### src/rtl/pre_entry_n_if.sv
// Front-panel bundle between the entry controller and its
// neighbours: debounced buttons/switches in, display and wash status out.
interface pre_entry_n_if #(
  parameter int DIGITS = 3,
  parameter int BAL_W  = 14
);
  logic                  on;
  logic [DIGITS-1:0]     inc;
  logic                  sign;
  logic                  mid_pulse;
  logic                  right_pulse;
  logic                  start_ack;
  logic [4*DIGITS-1:0]   digits;
  logic                  neg;
  logic [3:0]            mode;
  logic [BAL_W-1:0]      bal;
  logic [2:0]            st_light;
  logic                  start_req;
  logic                  price_err;

  modport master (
    output on, inc, sign, mid_pulse,
    output right_pulse, start_ack,
    input  digits, neg, mode, bal,
    input  st_light, start_req, price_err
  );

  modport slave (
    input  on, inc, sign, mid_pulse,
    input  right_pulse, start_ack,
    output digits, neg, mode, bal,
    output st_light, start_req, price_err
  );
endinterface

### src/rtl/pre_entry_n.sv
// Washing-machine pre-stage entry controller: BCD top-up entry,
// mode selection with price check, start handshake with deduction.
module pre_entry_n #(
  parameter int DIGITS     = 3,
  parameter int TICK       = 66000000,
  parameter int MODES      = 4,
  parameter int PRICE_STEP = 5,
  parameter int BAL_W      = 14
) (
  input logic         clk,
  input logic         rst,
  pre_entry_n_if.slave bus
);

  localparam int TW = (TICK > 1) ? $clog2(TICK) : 1;
  localparam logic [TW-1:0] TICK_LAST = TW'(TICK - 1);
  localparam logic [BAL_W-1:0] BAL_MAX =
    BAL_W'(10 ** DIGITS - 1);
  localparam logic [3:0] MODE_LAST = 4'(MODES - 1);

  typedef enum logic [1:0] {
    ENTRY,
    MODE,
    READY
  } state_t;

  state_t                  state_q, state_d;
  logic [TW-1:0]           tick_q, tick_d;
  logic [DIGITS-1:0][3:0]  dig_q, dig_d;
  logic                    neg_q, neg_d;
  logic [3:0]              mode_q, mode_d;
  logic [BAL_W-1:0]        bal_q, bal_d;
  logic                    req_q, req_d;
  logic                    perr_q, perr_d;

  logic [BAL_W:0]   val;
  logic [BAL_W:0]   sum;
  logic [BAL_W-1:0] topped;
  logic [BAL_W-1:0] price;
  logic             term;
  logic             clean;

  // Horner evaluation of the BCD entry, one guard bit for the top-up sum
  always_comb begin
    val = '0;
    for (int i = DIGITS - 1; i >= 0; i--) begin
      val = val * (BAL_W + 1)'(10) + (BAL_W + 1)'(dig_q[i]);
    end
  end

  assign sum    = {1'b0, bal_q} + val;
  assign topped = (sum > {1'b0, BAL_MAX}) ?
                  BAL_MAX : sum[BAL_W-1:0];
  assign price  = (BAL_W'(mode_q) + BAL_W'(1)) *
                  BAL_W'(PRICE_STEP);
  assign term   = (tick_q == TICK_LAST);
  assign clean  = (bus.inc == '0) && !bus.sign && !neg_q;

  always_comb begin
    state_d = state_q;
    tick_d  = tick_q;
    dig_d   = dig_q;
    neg_d   = neg_q;
    mode_d  = mode_q;
    bal_d   = bal_q;
    req_d   = req_q;
    perr_d  = perr_q;
    if (bus.on) begin
      perr_d = 1'b0;
      unique case (state_q)
        ENTRY: begin
          tick_d = term ? '0 : tick_q + TW'(1);
          if (bus.mid_pulse) begin
            dig_d = '0;
            if (clean) begin
              state_d = MODE;
              mode_d  = '0;
              bal_d   = topped;
            end else begin
              neg_d = 1'b0;
            end
          end else if (term) begin
            for (int i = 0; i < DIGITS; i++) begin
              if (bus.inc[i]) begin
                dig_d[i] = (dig_q[i] == 4'd9) ?
                           4'd0 : dig_q[i] + 4'd1;
              end
            end
            neg_d = neg_q ^ bus.sign;
          end
        end
        MODE: begin
          tick_d = '0;
          if (bus.mid_pulse) begin
            if (bal_q >= price) begin
              state_d = READY;
              req_d   = 1'b1;
            end else begin
              perr_d = 1'b1;
            end
          end else if (bus.right_pulse) begin
            mode_d = (mode_q == MODE_LAST) ?
                     4'd0 : mode_q + 4'd1;
          end
        end
        READY: begin
          tick_d = '0;
          if (bus.start_ack) begin
            bal_d   = bal_q - price;
            req_d   = 1'b0;
            state_d = ENTRY;
          end
        end
        default: state_d = ENTRY;
      endcase
    end
  end

  always_ff @(posedge clk or negedge rst) begin
    if (!rst) begin
      state_q <= ENTRY;
      tick_q  <= '0;
      dig_q   <= '0;
      neg_q   <= 1'b0;
      mode_q  <= '0;
      bal_q   <= '0;
      req_q   <= 1'b0;
      perr_q  <= 1'b0;
    end else begin
      state_q <= state_d;
      tick_q  <= tick_d;
      dig_q   <= dig_d;
      neg_q   <= neg_d;
      mode_q  <= mode_d;
      bal_q   <= bal_d;
      req_q   <= req_d;
      perr_q  <= perr_d;
    end
  end

  always_comb begin
    bus.st_light = 3'b001;
    unique case (state_q)
      ENTRY:   bus.st_light = 3'b001;
      MODE:    bus.st_light = 3'b011;
      READY:   bus.st_light = 3'b111;
      default: bus.st_light = 3'b001;
    endcase
  end

  assign bus.digits    = dig_q;
  assign bus.neg       = neg_q;
  assign bus.mode      = mode_q;
  assign bus.bal       = bal_q;
  assign bus.start_req = req_q;
  assign bus.price_err = perr_q;

endmodule

### src/flat_wrapper.sv
// flat-port wrapper written by rule: the top's interface ports become plain ports
module pre_entry_n_flat 
#(
  parameter int DIGITS     = 3,
  parameter int TICK       = 66000000,
  parameter int MODES      = 4,
  parameter int PRICE_STEP = 5,
  parameter int BAL_W      = 14
)
  (clk, rst, bus_on, bus_inc, bus_sign, bus_mid_pulse, bus_right_pulse, bus_start_ack, bus_digits, bus_neg, bus_mode, bus_bal, bus_st_light, bus_start_req, bus_price_err);
  pre_entry_n_if #(.DIGITS(DIGITS), .BAL_W(BAL_W)) bus_i ();
  input logic clk;
  input logic rst;
  input wire logic [$bits(bus_i.on)-1:0] bus_on;
  input wire logic [$bits(bus_i.inc)-1:0] bus_inc;
  input wire logic [$bits(bus_i.sign)-1:0] bus_sign;
  input wire logic [$bits(bus_i.mid_pulse)-1:0] bus_mid_pulse;
  input wire logic [$bits(bus_i.right_pulse)-1:0] bus_right_pulse;
  input wire logic [$bits(bus_i.start_ack)-1:0] bus_start_ack;
  output wire logic [$bits(bus_i.digits)-1:0] bus_digits;
  output wire logic [$bits(bus_i.neg)-1:0] bus_neg;
  output wire logic [$bits(bus_i.mode)-1:0] bus_mode;
  output wire logic [$bits(bus_i.bal)-1:0] bus_bal;
  output wire logic [$bits(bus_i.st_light)-1:0] bus_st_light;
  output wire logic [$bits(bus_i.start_req)-1:0] bus_start_req;
  output wire logic [$bits(bus_i.price_err)-1:0] bus_price_err;
  assign bus_i.on = bus_on;
  assign bus_i.inc = bus_inc;
  assign bus_i.sign = bus_sign;
  assign bus_i.mid_pulse = bus_mid_pulse;
  assign bus_i.right_pulse = bus_right_pulse;
  assign bus_i.start_ack = bus_start_ack;
  assign bus_digits = bus_i.digits;
  assign bus_neg = bus_i.neg;
  assign bus_mode = bus_i.mode;
  assign bus_bal = bus_i.bal;
  assign bus_st_light = bus_i.st_light;
  assign bus_start_req = bus_i.start_req;
  assign bus_price_err = bus_i.price_err;
  pre_entry_n #(.DIGITS(DIGITS), .TICK(TICK), .MODES(MODES), .PRICE_STEP(PRICE_STEP), .BAL_W(BAL_W)) u_core (.clk(clk), .rst(rst), .bus(bus_i));
endmodule
### config.mk
export PLATFORM = sky130hd
export DESIGN_NAME = pre_entry_n_flat
export DESIGN_NICKNAME = d
export VERILOG_FILES = /design/src/rtl/pre_entry_n_if.sv /design/src/rtl/pre_entry_n.sv /design/src/flat_wrapper.sv
export SDC_FILE = /design/constraint.sdc
export NUM_CORES = 1
export LEC_CHECK = 0
export BUFFER_PORTS_ARGS = -buffer_cell sky130_fd_sc_hd__buf_2
export CAP_MARGIN = 0
export CORE_MARGIN = 2
export CORE_UTILIZATION = 40
export DETAILED_ROUTE_END_ITERATION = 10
export PLACE_DENSITY = 0.69
export SYNTH_ARGS = -nofsm -noshare
export SYNTH_HDL_FRONTEND = slang
export SYNTH_SLANG_ARGS = --single-unit
### constraint.sdc
create_clock -name clk -period 9.81 [get_ports clk]
set_input_delay 1.962 -clock clk [delete_from_list [all_inputs] [get_ports clk]]
set_output_delay 1.962 -clock clk [all_outputs]
set_load 0.02 [all_outputs]
==> results of run 1 <==
worst max-delay path: stages (launching register included):
cell and delay (ns):
dfrtp_1 0.44, ha_1 0.35, ha_1 0.22, fa_1 0.41, xnor2_1 0.17, or3b_2 0.48
xor2_1 0.22, ha_1 0.27, ha_1 0.34, a21oi_1 0.21, xnor2_1 0.15, ha_1 0.25
ha_1 0.38, a21oi_1 0.26, nand2_1 0.08, a21o_1 0.16, a221o_1 0.28, mux2_2 0.28
or4_4 0.57, o221a_1 0.24
area by class of cell:
cell class,instances,share of cell area
clock inverter,3,0.01144
inverter,42,0.02669
timing repair buffer,46,0.03982
clock buffer,13,0.04406
tap,172,0.03643
multi-input combinational,473,0.5831
sequential,61,0.2584
layout by cell type, fill, tap and decap left out, types with 6 or more instances in the layout:
master      n
nand2b_1    9
and3_1      7
ha_1       71
a21oi_1    42
nand3_1    16
xor2_1     15
xnor2_1    26
nand2_1    48
inv_1      42
buf_2      44
nor2b_1    11
nor2_1     43
o31ai_1     8
o211ai_1    6
clkbuf_16   9
fa_1        9
dfrtp_1    61
o21ai_0    46
a21o_1     15
nand4_1    10
nor3_1     10
registers in the layout (all words and copies together), names as in the netlist:
signal	count
u_core.bus.price_err	1
u_core.bus.digits	12
u_core.bus.bal	14
u_core.state_q	2
u_core.bus.start_req	1
u_core.tick_q	26
u_core.bus.mode	4
u_core.bus.neg	1
metrics by stage:
step / instances / total power [mW] / setup WS, ns / cell area [um2]
after floorplan: 589 / 1.637 / 4.184 / 5181
after global placement: 794 / 1.943 / 4.076 / 5579
after detailed placement: 794 / 1.970 / 3.961 / 5579
after CTS: 810 / 2.347 / 3.927 / 5907
after global routing: 810 / 2.559 / 3.567 / 5907
final: 810 / 2.343 / 3.918 / 5907
power by group:
group,internal (mW),switching (mW)
registers,0.308,0.0975
clock network,0.236,0.115
logic,0.661,0.926
cells in the mapped netlist, drive strengths merged (4+ instances only):
| master | number | area share |
|---|---|---|
| nor2 | 43 | 0.031 |
| a21o | 15 | 0.022 |
| mux2i | 4 | 0.0077 |
| xor2 | 15 | 0.025 |
| o31ai | 8 | 0.012 |
| fa | 9 | 0.035 |
| and3 | 7 | 0.0085 |
| nor2b | 11 | 0.013 |
| nor4 | 5 | 0.0060 |
| ha | 71 | 0.17 |
| dfrtp | 61 | 0.29 |
| xnor2 | 26 | 0.044 |
| or3 | 5 | 0.0060 |
| o22ai | 4 | 0.0048 |
| nand3 | 16 | 0.015 |
| o21ai | 48 | 0.047 |
| a21oi | 42 | 0.041 |
| clkbuf | 12 | 0.0087 |
| nand4 | 10 | 0.012 |
| nand2 | 48 | 0.035 |
| or2 | 5 | 0.0060 |
| nand2b | 9 | 0.011 |
| nor3b | 4 | 0.0058 |
| inv | 42 | 0.030 |
| nor3 | 11 | 0.012 |
| o211ai | 6 | 0.0087 |
logic make-up after synthesis:
family                     count (synthesis)
and+or+nand+nor                          188
AOI/OAI and AO/OA                        158
adders and majority gates                 80
DFF                                       61
buffers and inverters                     55
xor gates and xnor gates                  41
muxes                                      5
other                                      1
final timing paths:
kind / from / endpoint / slack (ns)
worst max-delay path: u_core.bus.digits[9] / u_core.bus.bal[0] / 3.92
worst min-delay path: u_core.tick_q[8] / u_core.tick_q[8] / 0.53
worst max register to register: u_core.bus.digits[9] / u_core.bus.bal[0] / 3.92
worst min register to register: u_core.tick_q[8] / u_core.tick_q[8] / 0.53
max in group asynchronous: rst / u_core.bus.digits[5] / 7.23
min in group asynchronous: rst / u_core.bus.bal[11] / 1.68
metal layers:
metal  share of wire  wire, um  GRT usage  vias up
li1                -         -          -     2213
met1            0.47      5928     0.2532     2155
met2            0.46      5794     0.2882      124
met3           0.046       573    0.03246       19
met4           0.021       259    0.07154        0
met5               0         0          0        -
==> flow_metrics.env, run 1 <==
export IMPL_status="completed"
export IMPL_fin_setup_tns_ns=0
export IMPL_rsz0062_at_grt="no"
export IMPL_holdWs_ns=0.5270
export IMPL_clockBufferDepth=2
export IMPL_routed_wirelength_um=12560
export IMPL_drtPass1Iterations=5
export IMPL_cts_setup_buffers=0
export IMPL_slew_headroom=0.2118
export IMPL_grt_pass1_vias=4395
export IMPL_gp_congestion=0.8544
export IMPL_syn_instance_count=589
export IMPL_synth_simple_gate_area_frac=0.1843
export IMPL_worst_slew_pin_slew_ns=1.166
export IMPL_viasPerCell=5.569
export IMPL_fin_skew_ns=0.006967
export IMPL_nFillCells=1214
export IMPL_end_kind="register"
export IMPL_post_cts_resized=0
export IMPL_grt_pass1_wl_um=21130
export IMPL_drc=0
export IMPL_synth_area_mm2=0.005181
export IMPL_drv_slew=0
export IMPL_cts_root_buf="clkbuf_16"
export IMPL_synth_top_flop_cell="dfrtp_1"
export IMPL_synth_xor_area_frac=0.06931
export IMPL_avgSynthCellArea_um2=8.797
export IMPL_rows=41
export IMPL_ir_drop_mv=0.1649
export IMPL_clkLatencyLatePin_ns=0.34
export IMPL_die_h_um=117.8
export IMPL_antenna_found_initial=0
export IMPL_antenna_left=0
export IMPL_period_minus_slack_ns=5.892
export IMPL_wl_per_cell_um=15.50
export IMPL_p_leak_nw=2.778
export IMPL_critPathMaxFanout=7
export IMPL_synth_distinct_cells=63
export IMPL_ys_ff_latch=61
export IMPL_start_kind="register"
export IMPL_required_ns=10.03
export IMPL_grt_max_degree=33
export IMPL_hold_class="register to register"
export IMPL_synth_fp_nets=679
export IMPL_period_share=0.6006
export IMPL_io_buffers=44
export IMPL_area_growth_pct=14.01
export IMPL_cts_htree_levels=3
export IMPL_setup_violations=0
export IMPL_synth_top_family_by_area="adder cells"
export IMPL_die_w_um=117.8
export IMPL_ys_warn_count=0
export IMPL_r2r_cells=19
export IMPL_num_vias=4511
export IMPL_hpwl_um=9597
export IMPL_holdPathStages=1
export IMPL_ios=46
export IMPL_cts_tree="yes"
export IMPL_seq_area_frac_synth=0.2946
export IMPL_timing_fmax_mhz=169.7
export IMPL_cts_sinks=61
export IMPL_grtUsageTotal=0.1841
export IMPL_p_per_area_mw_per_mm2=396.6
export IMPL_synth_mux_area_fraction=0.009901
export IMPL_path_class="register to register"
export IMPL_cts_inserted_buffers=9
export IMPL_arrival_ns=6.11
export IMPL_postLayoutCoreUtil=0.4681
export IMPL_overflow=0
export IMPL_nNetsFinal=723
export IMPL_hold_violations=0
export IMPL_n_antenna_cell=0
export IMPL_start_util=0.4106
export IMPL_die_area_mm2=0.01388
export IMPL_synthAdderAreaFrac=0.2062
export IMPL_core_mm2=0.01262
export IMPL_synth_compound_area_frac=0.1944
export IMPL_regArea_mm2=0.001526
export IMPL_postCtsHoldBufs=0
export IMPL_path_clk_slew_ns=0.05
export IMPL_multi_input_area_mm2=0.003445
export IMPL_drt_initial_drc_count=305
export IMPL_synth_edff_count=0
export IMPL_drive_above_1_share=0.1160
export IMPL_async_flop_share=1.000
export IMPL_drv_cap=0
(Power assumes the default switching activity.)
==> run 2, diff against run 1 <==
- clock period: 9.81 -> 5.9 ns (I/O delays scaled with it)
==> run 2 against run 1 <==
Compared with the run above: combinational power grew 67%; fmax rose by 3.9%; global-route usage fell by 0.33 points; cell count grew 0.49%; critical path depth unchanged; flip-flop and latch count unchanged; critical endpoint unchanged.
==> flow_metrics.env, run 2 (synthesis gave the netlist of run 1 again) <==
export IMPL_use_met3=0.04215
export IMPL_power_mw=3.902
export IMPL_worstPathCellList="ha_1 > ha_1 > fa_1 > xnor2_1 > or3b_2 > xor2_2 > ha_1 > ha_4 > a21oi_2 > o21ai_1 > xor2_1 > ha_1 > ha_1 > a21o_1 > nor3_1 > a221o_1 > mux2_2 > or4_4 > o221a_1"
export IMPL_drive_above_1_share=0.1371
export IMPL_holdPathEnd="u_core.tick_q[0]"
export IMPL_place_area_mm2=0.005609
export IMPL_period_share=0.9611
export IMPL_antenna_left=0
export IMPL_postLayoutCoreUtil=0.4742
export IMPL_overflow=0
export IMPL_met1_usage=0.2459
export IMPL_io_buffers=44
export IMPL_critPathLaunch="u_core.bus.digits[9]"
export IMPL_clkLatencyLatePin_ns=0.34
export IMPL_largest_reg_flops=26
export IMPL_n_antenna_cell=0
export IMPL_r2r_cells=19
export IMPL_end_kind="register"
export IMPL_required_ns=6.12
export IMPL_crit_top_cell="ha_1"
export IMPL_regMostFlops="u_core.tick_q"
export IMPL_rsz0062_at_grt="no"
export IMPL_holdWs_ns=0.5234
export IMPL_worstHoldStart="u_core.tick_q[0]"
export IMPL_final_common_cell="ha_1"
export IMPL_multi_input_area_mm2=0.003493
export IMPL_grt_pass1_vias=4304
export IMPL_ios=46
export IMPL_grt_use_met2=0.2769
export IMPL_grt_pass1_wl_um=20590
export IMPL_grt_max_degree=62
export IMPL_drv_slew=0
export IMPL_core_mm2=0.01262
export IMPL_cts_inserted_buffers=9
export IMPL_start_util=0.4106
export IMPL_holdPathStages=1
export IMPL_status="completed"
export IMPL_area_growth_pct=15.50
export IMPL_cts_sinks=61
export IMPL_nFillCells=1229
export IMPL_start_kind="register"
export IMPL_p_per_area_mw_per_mm2=652.0
export IMPL_rows=41
export IMPL_setup_violations=0
export IMPL_period_minus_slack_ns=5.671
export IMPL_die_area_mm2=0.01388
export IMPL_critPathSlowestCell="or4_4"
export IMPL_drv_cap=0
export IMPL_num_vias=4502
export IMPL_wl_per_cell_um=15.01
export IMPL_fin_skew_ns=0.005888
export IMPL_hold_violations=0
export IMPL_cp_buffers_inverters=0
export IMPL_cts_tree="yes"
export IMPL_reg2reg_from="u_core.bus.digits[9]"
export IMPL_critPathMaxFanout=6
export IMPL_cp_slowest_stage_delay_ns=0.57
export IMPL_viasPerCell=5.531
export IMPL_timing_fmax_mhz=176.3
export IMPL_postCtsHoldBufs=0
export IMPL_path_class="register to register"
export IMPL_grtUsageTotal=0.1808
export IMPL_arrival_ns=5.89
export IMPL_regArea_mm2=0.001528
export IMPL_routed_wirelength_um=12220
export IMPL_worst_slew_pin_slew_ns=1.195
export IMPL_slew_headroom=0.1923
export IMPL_design_area_mm2=0.005984
export IMPL_antenna_found_initial=0
export IMPL_fin_setup_tns_ns=0
export IMPL_hold_class="register to register"
export IMPL_drc=0
export IMPL_ir_drop_mv=0.3243
export IMPL_p_leak_nw=2.799
export IMPL_path_clk_slew_ns=0.05
export IMPL_hpwl_um=9388
export IMPL_die_w_um=117.8
export IMPL_rrSetupSlack_ns=0.23
export IMPL_nNetsFinal=727
export IMPL_critical_path_top_delay_family="adder cells"
export IMPL_drtPass1Iterations=5
export IMPL_gp_congestion=0.8542
export IMPL_clockBufferDepth=2
export IMPL_drt_initial_drc_count=294
export IMPL_rr_endpoint="u_core.bus.bal[0]"
export IMPL_gr_max_usage_layer="met2"
export IMPL_final_cell_mix="68 x ha_1, 60 x dfrtp_1, 48 x nand2_1"
export IMPL_die_h_um=117.8
export IMPL_cts_root_buf="clkbuf_16"
export IMPL_cts_htree_levels=3
-- run 2: worst max-delay path by stage --
stage                             end  slack (ns)  depth (start not counted)
floorplan           u_core.bus.bal[2]        0.27                         19
global placement    u_core.bus.bal[0]        0.17                         19
detailed placement  u_core.bus.bal[2]        0.03                         19
CTS                 u_core.bus.bal[2]        0.01                         19
global route        u_core.bus.bal[0]        0.02                         19
finish              u_core.bus.bal[0]        0.23                         19
-- run 2: routing by layer --
layer | vias to the layer above | share of wire
met5 | - | 0
met4 | 0 | 0.020
met3 | 20 | 0.058
met2 | 121 | 0.45
met1 | 2145 | 0.47
li1 | 2216 | -
-- run 2: cell type report --
type / count / area share
clock inverters: 6 / 0.01443
repair buffers: 50 / 0.04432
clock buffers: 10 / 0.03993
flip-flops and latches: 61 / 0.2553
multi-input cells: 473 / 0.5837
well taps: 172 / 0.03596
inverters: 42 / 0.02634
-- run 2: repair_timing --
| action | 4_1_cts | 5_1_grt |
|---|---|---|
| resized for setup | 0 | 11 |
| buffers inserted | 0 | 0 |
| endpoints found under the hold margin | 0 | 0 |
| endpoints found under the setup margin | 0 | 10 |
-- run 2: per-stage QoR --
step / std cells / worst slack [ns]
after floorplan: 589 / 0.2745
after global placement: 798 / 0.1740
after detailed placement: 798 / 0.02937
after CTS: 814 / 0.01062
after global routing: 814 / 0.02154
final: 814 / 0.2294
-- run 2: power breakdown --
group / switching [mW] / total, mW / internal [mW]
registers: 0.154 / 0.665 / 0.512
logic: 1.55 / 2.66 / 1.12
clock network: 0.193 / 0.572 / 0.380
total: 1.89 / 3.90 / 2.01
==> run 3, diff against run 2 <==
- REMOVE_ABC_BUFFERS: default -> 1
==> run 3 against run 2 <==
Compared with the run above: via count is 1.2% lower; critical path depth did not move; cell area down 0.42%; worst setup slack worse by 0.057 ns; clock power shrank 6.1%; critical path type unchanged; highest routed layer unchanged.
==> flow_metrics.env, run 3 (synthesis gave the netlist of run 1 again) <==
export IMPL_core_mm2=0.01262
export IMPL_ir_drop_mv=0.3469
export IMPL_netSwitchingFraction=0.4918
export IMPL_area_growth_pct=15.02
export IMPL_power_mw=3.896
export IMPL_arrival_ns=5.94
export IMPL_worst_slew_pin_slew_ns=1.120
export IMPL_clockBufferDepth=2
export IMPL_drv_slew=0
export IMPL_cts_tree="yes"
export IMPL_switching_power_mw=1.916
export IMPL_multi_input_area_mm2=0.003490
export IMPL_required_ns=6.11
export IMPL_end_kind="register"
export IMPL_path_class="register to register"
export IMPL_status="completed"
export IMPL_cts_root_buf="clkbuf_16"
export IMPL_drt_initial_drc_count=309
export IMPL_setup_violations=0
export IMPL_fin_cells=814
export IMPL_regMostFlops="u_core.tick_q"
export IMPL_start_util=0.4106
export IMPL_pwr_share_seq=0.171
export IMPL_gp_congestion=0.8285
export IMPL_grt_pass1_vias=4450
export IMPL_drtPass1Iterations=4
export IMPL_grt_max_degree=62
export IMPL_dp_cells=798
export IMPL_overflow=0
export IMPL_crit_top_cell="ha_1"
export IMPL_p_int_mw=1.980
export IMPL_post_place_ws_ns=0.005891
export IMPL_hold_class="register to register"
export IMPL_drive_above_1_share=0.1340
export IMPL_largest_reg_flops=26
export IMPL_rows=41
export IMPL_p_leak_nw=2.785
export IMPL_period_minus_slack_ns=5.728
export IMPL_timing_final_ws_setup_ns=0.1719
export IMPL_holdWs_ns=0.5214
export IMPL_n_antenna_cell=0
export IMPL_fin_setup_tns_ns=0
export IMPL_routed_wirelength_um=12360
export IMPL_clkPwrFrac=0.138
export IMPL_drc=0
export IMPL_hpwl_um=9316
export IMPL_slew_headroom=0.2431
export IMPL_antenna_left=0
export IMPL_viasPerCell=5.464
export IMPL_clkLatencyLatePin_ns=0.33
export IMPL_antenna_found_initial=0
export IMPL_timing_fmax_mhz=174.6
export IMPL_regArea_mm2=0.001528
export IMPL_ios=46
export IMPL_drv_cap=0
export IMPL_hold_violations=0
export IMPL_cp_slowest_stage_delay_ns=0.57
export IMPL_pwr_share_comb=0.691
export IMPL_cts_inserted_buffers=9
export IMPL_critPathMaxFanout=8
export IMPL_die_h_um=117.8
export IMPL_start_kind="register"
export IMPL_fin_skew_ns=0.005587
export IMPL_die_area_mm2=0.01388
export IMPL_num_vias=4448
export IMPL_design_area_mm2=0.005959
export IMPL_cts_sinks=61
export IMPL_die_w_um=117.8
export IMPL_period_share=0.9709
export IMPL_nNetsFinal=727
export IMPL_io_buffers=44
export IMPL_critPathSlowestCell="or4_4"
export IMPL_path_clk_slew_ns=0.05
export IMPL_cts_htree_levels=3
export IMPL_wl_per_cell_um=15.18
export IMPL_p_per_area_mw_per_mm2=653.7
export IMPL_nFillCells=1232
export IMPL_place_area_mm2=0.005609
export IMPL_worstPathCellList="ha_1 > ha_1 > fa_1 > xnor2_1 > or3b_2 > xor2_2 > ha_1 > ha_4 > a21o_1 > a21o_1 > xor2_1 > ha_1 > ha_2 > and2_1 > a21oi_1 > a221o_1 > mux2_2 > or4_4 > o221a_1"
export IMPL_grt_pass1_wl_um=21090
export IMPL_final_common_cell="ha_1"
export IMPL_postLayoutCoreUtil=0.4722
export IMPL_grtUsageTotal=0.1832
export IMPL_final_cell_mix="67 x ha_1, 60 x dfrtp_1, 48 x nand2_1"
export IMPL_rsz0062_at_grt="no"
-- run 3: changes by cell type in the layout (fill, tap and decap cells not counted), sizes merged --
| cell | before | now |
|---|---|---|
| bufinv | 2 | 1 |
| clkbuf | 10 | 13 |
| clkinv | 3 | 2 |
| clkinvlp | 1 | 0 |
-- run 3: layout make-up --
class,instances,area share
multi-input cells,473,0.5856
flip-flops and latches,61,0.2564
repair buffers,50,0.04451
clock buffers,13,0.04367
well taps,172,0.03611
inverters,42,0.02645
clock inverters,3,0.007348
-- run 3: routing by layer --
| metal | global-route usage | vias to the layer above | part of all wire |
|---|---|---|---|
| li1 | - | 2226 | - |
| met3 | 0.02955 | 17 | 0.038 |
| met2 | 0.3009 | 93 | 0.47 |
| met4 | 0.06627 | 0 | 0.018 |
| met1 | 0.2436 | 2112 | 0.48 |
| met5 | 0 | - | 0 |
-- run 3: final timing paths --
path / start / slack [ns] / cells after the start / end
max in group asynchronous: rst / 4.28 / 2 / u_core.bus.digits[9]
worst min-delay path: u_core.tick_q[11] / 0.52 / 1 / u_core.tick_q[11]
worst min register to register: u_core.tick_q[11] / 0.52 / 1 / u_core.tick_q[11]
worst max-delay path: u_core.bus.digits[8] / 0.17 / 19 / u_core.bus.bal[2]
worst max register to register: u_core.bus.digits[8] / 0.17 / 19 / u_core.bus.bal[2]
min in group asynchronous: rst / 1.02 / 2 / u_core.bus.bal[11]
-- run 3: worst max-delay path: cells and delay by family (launching register included) --
kind                     cells  cell delay (ns)
flip-flops                   1             0.48
AND/OR/NAND/NOR              3             1.25
adder cells (fa/ha/maj)      7             2.16
XOR/XNOR                     3             0.48
AO/OA/AOI/OAI                5             0.97
multiplexers                 1             0.28
-- run 3: power groups by stage --
stage          sequential, mW  combinational [mW]  clock, mW
2_1_floorplan           0.716                1.99          0
3_3_place_gp            0.660                2.57          0
3_5_place_dp            0.665                2.62          0
4_1_cts                 0.660                2.67      0.546
5_1_grt                 0.683                3.01      0.567
6_report                0.665                2.69      0.537
-- run 3: timing repair --
action,4_1_cts,5_1_grt
endpoints found under the setup margin,2,10
pin swaps,0,0
gates resized for setup,1,10
buffers inserted,0,0
hold buffers,0,0
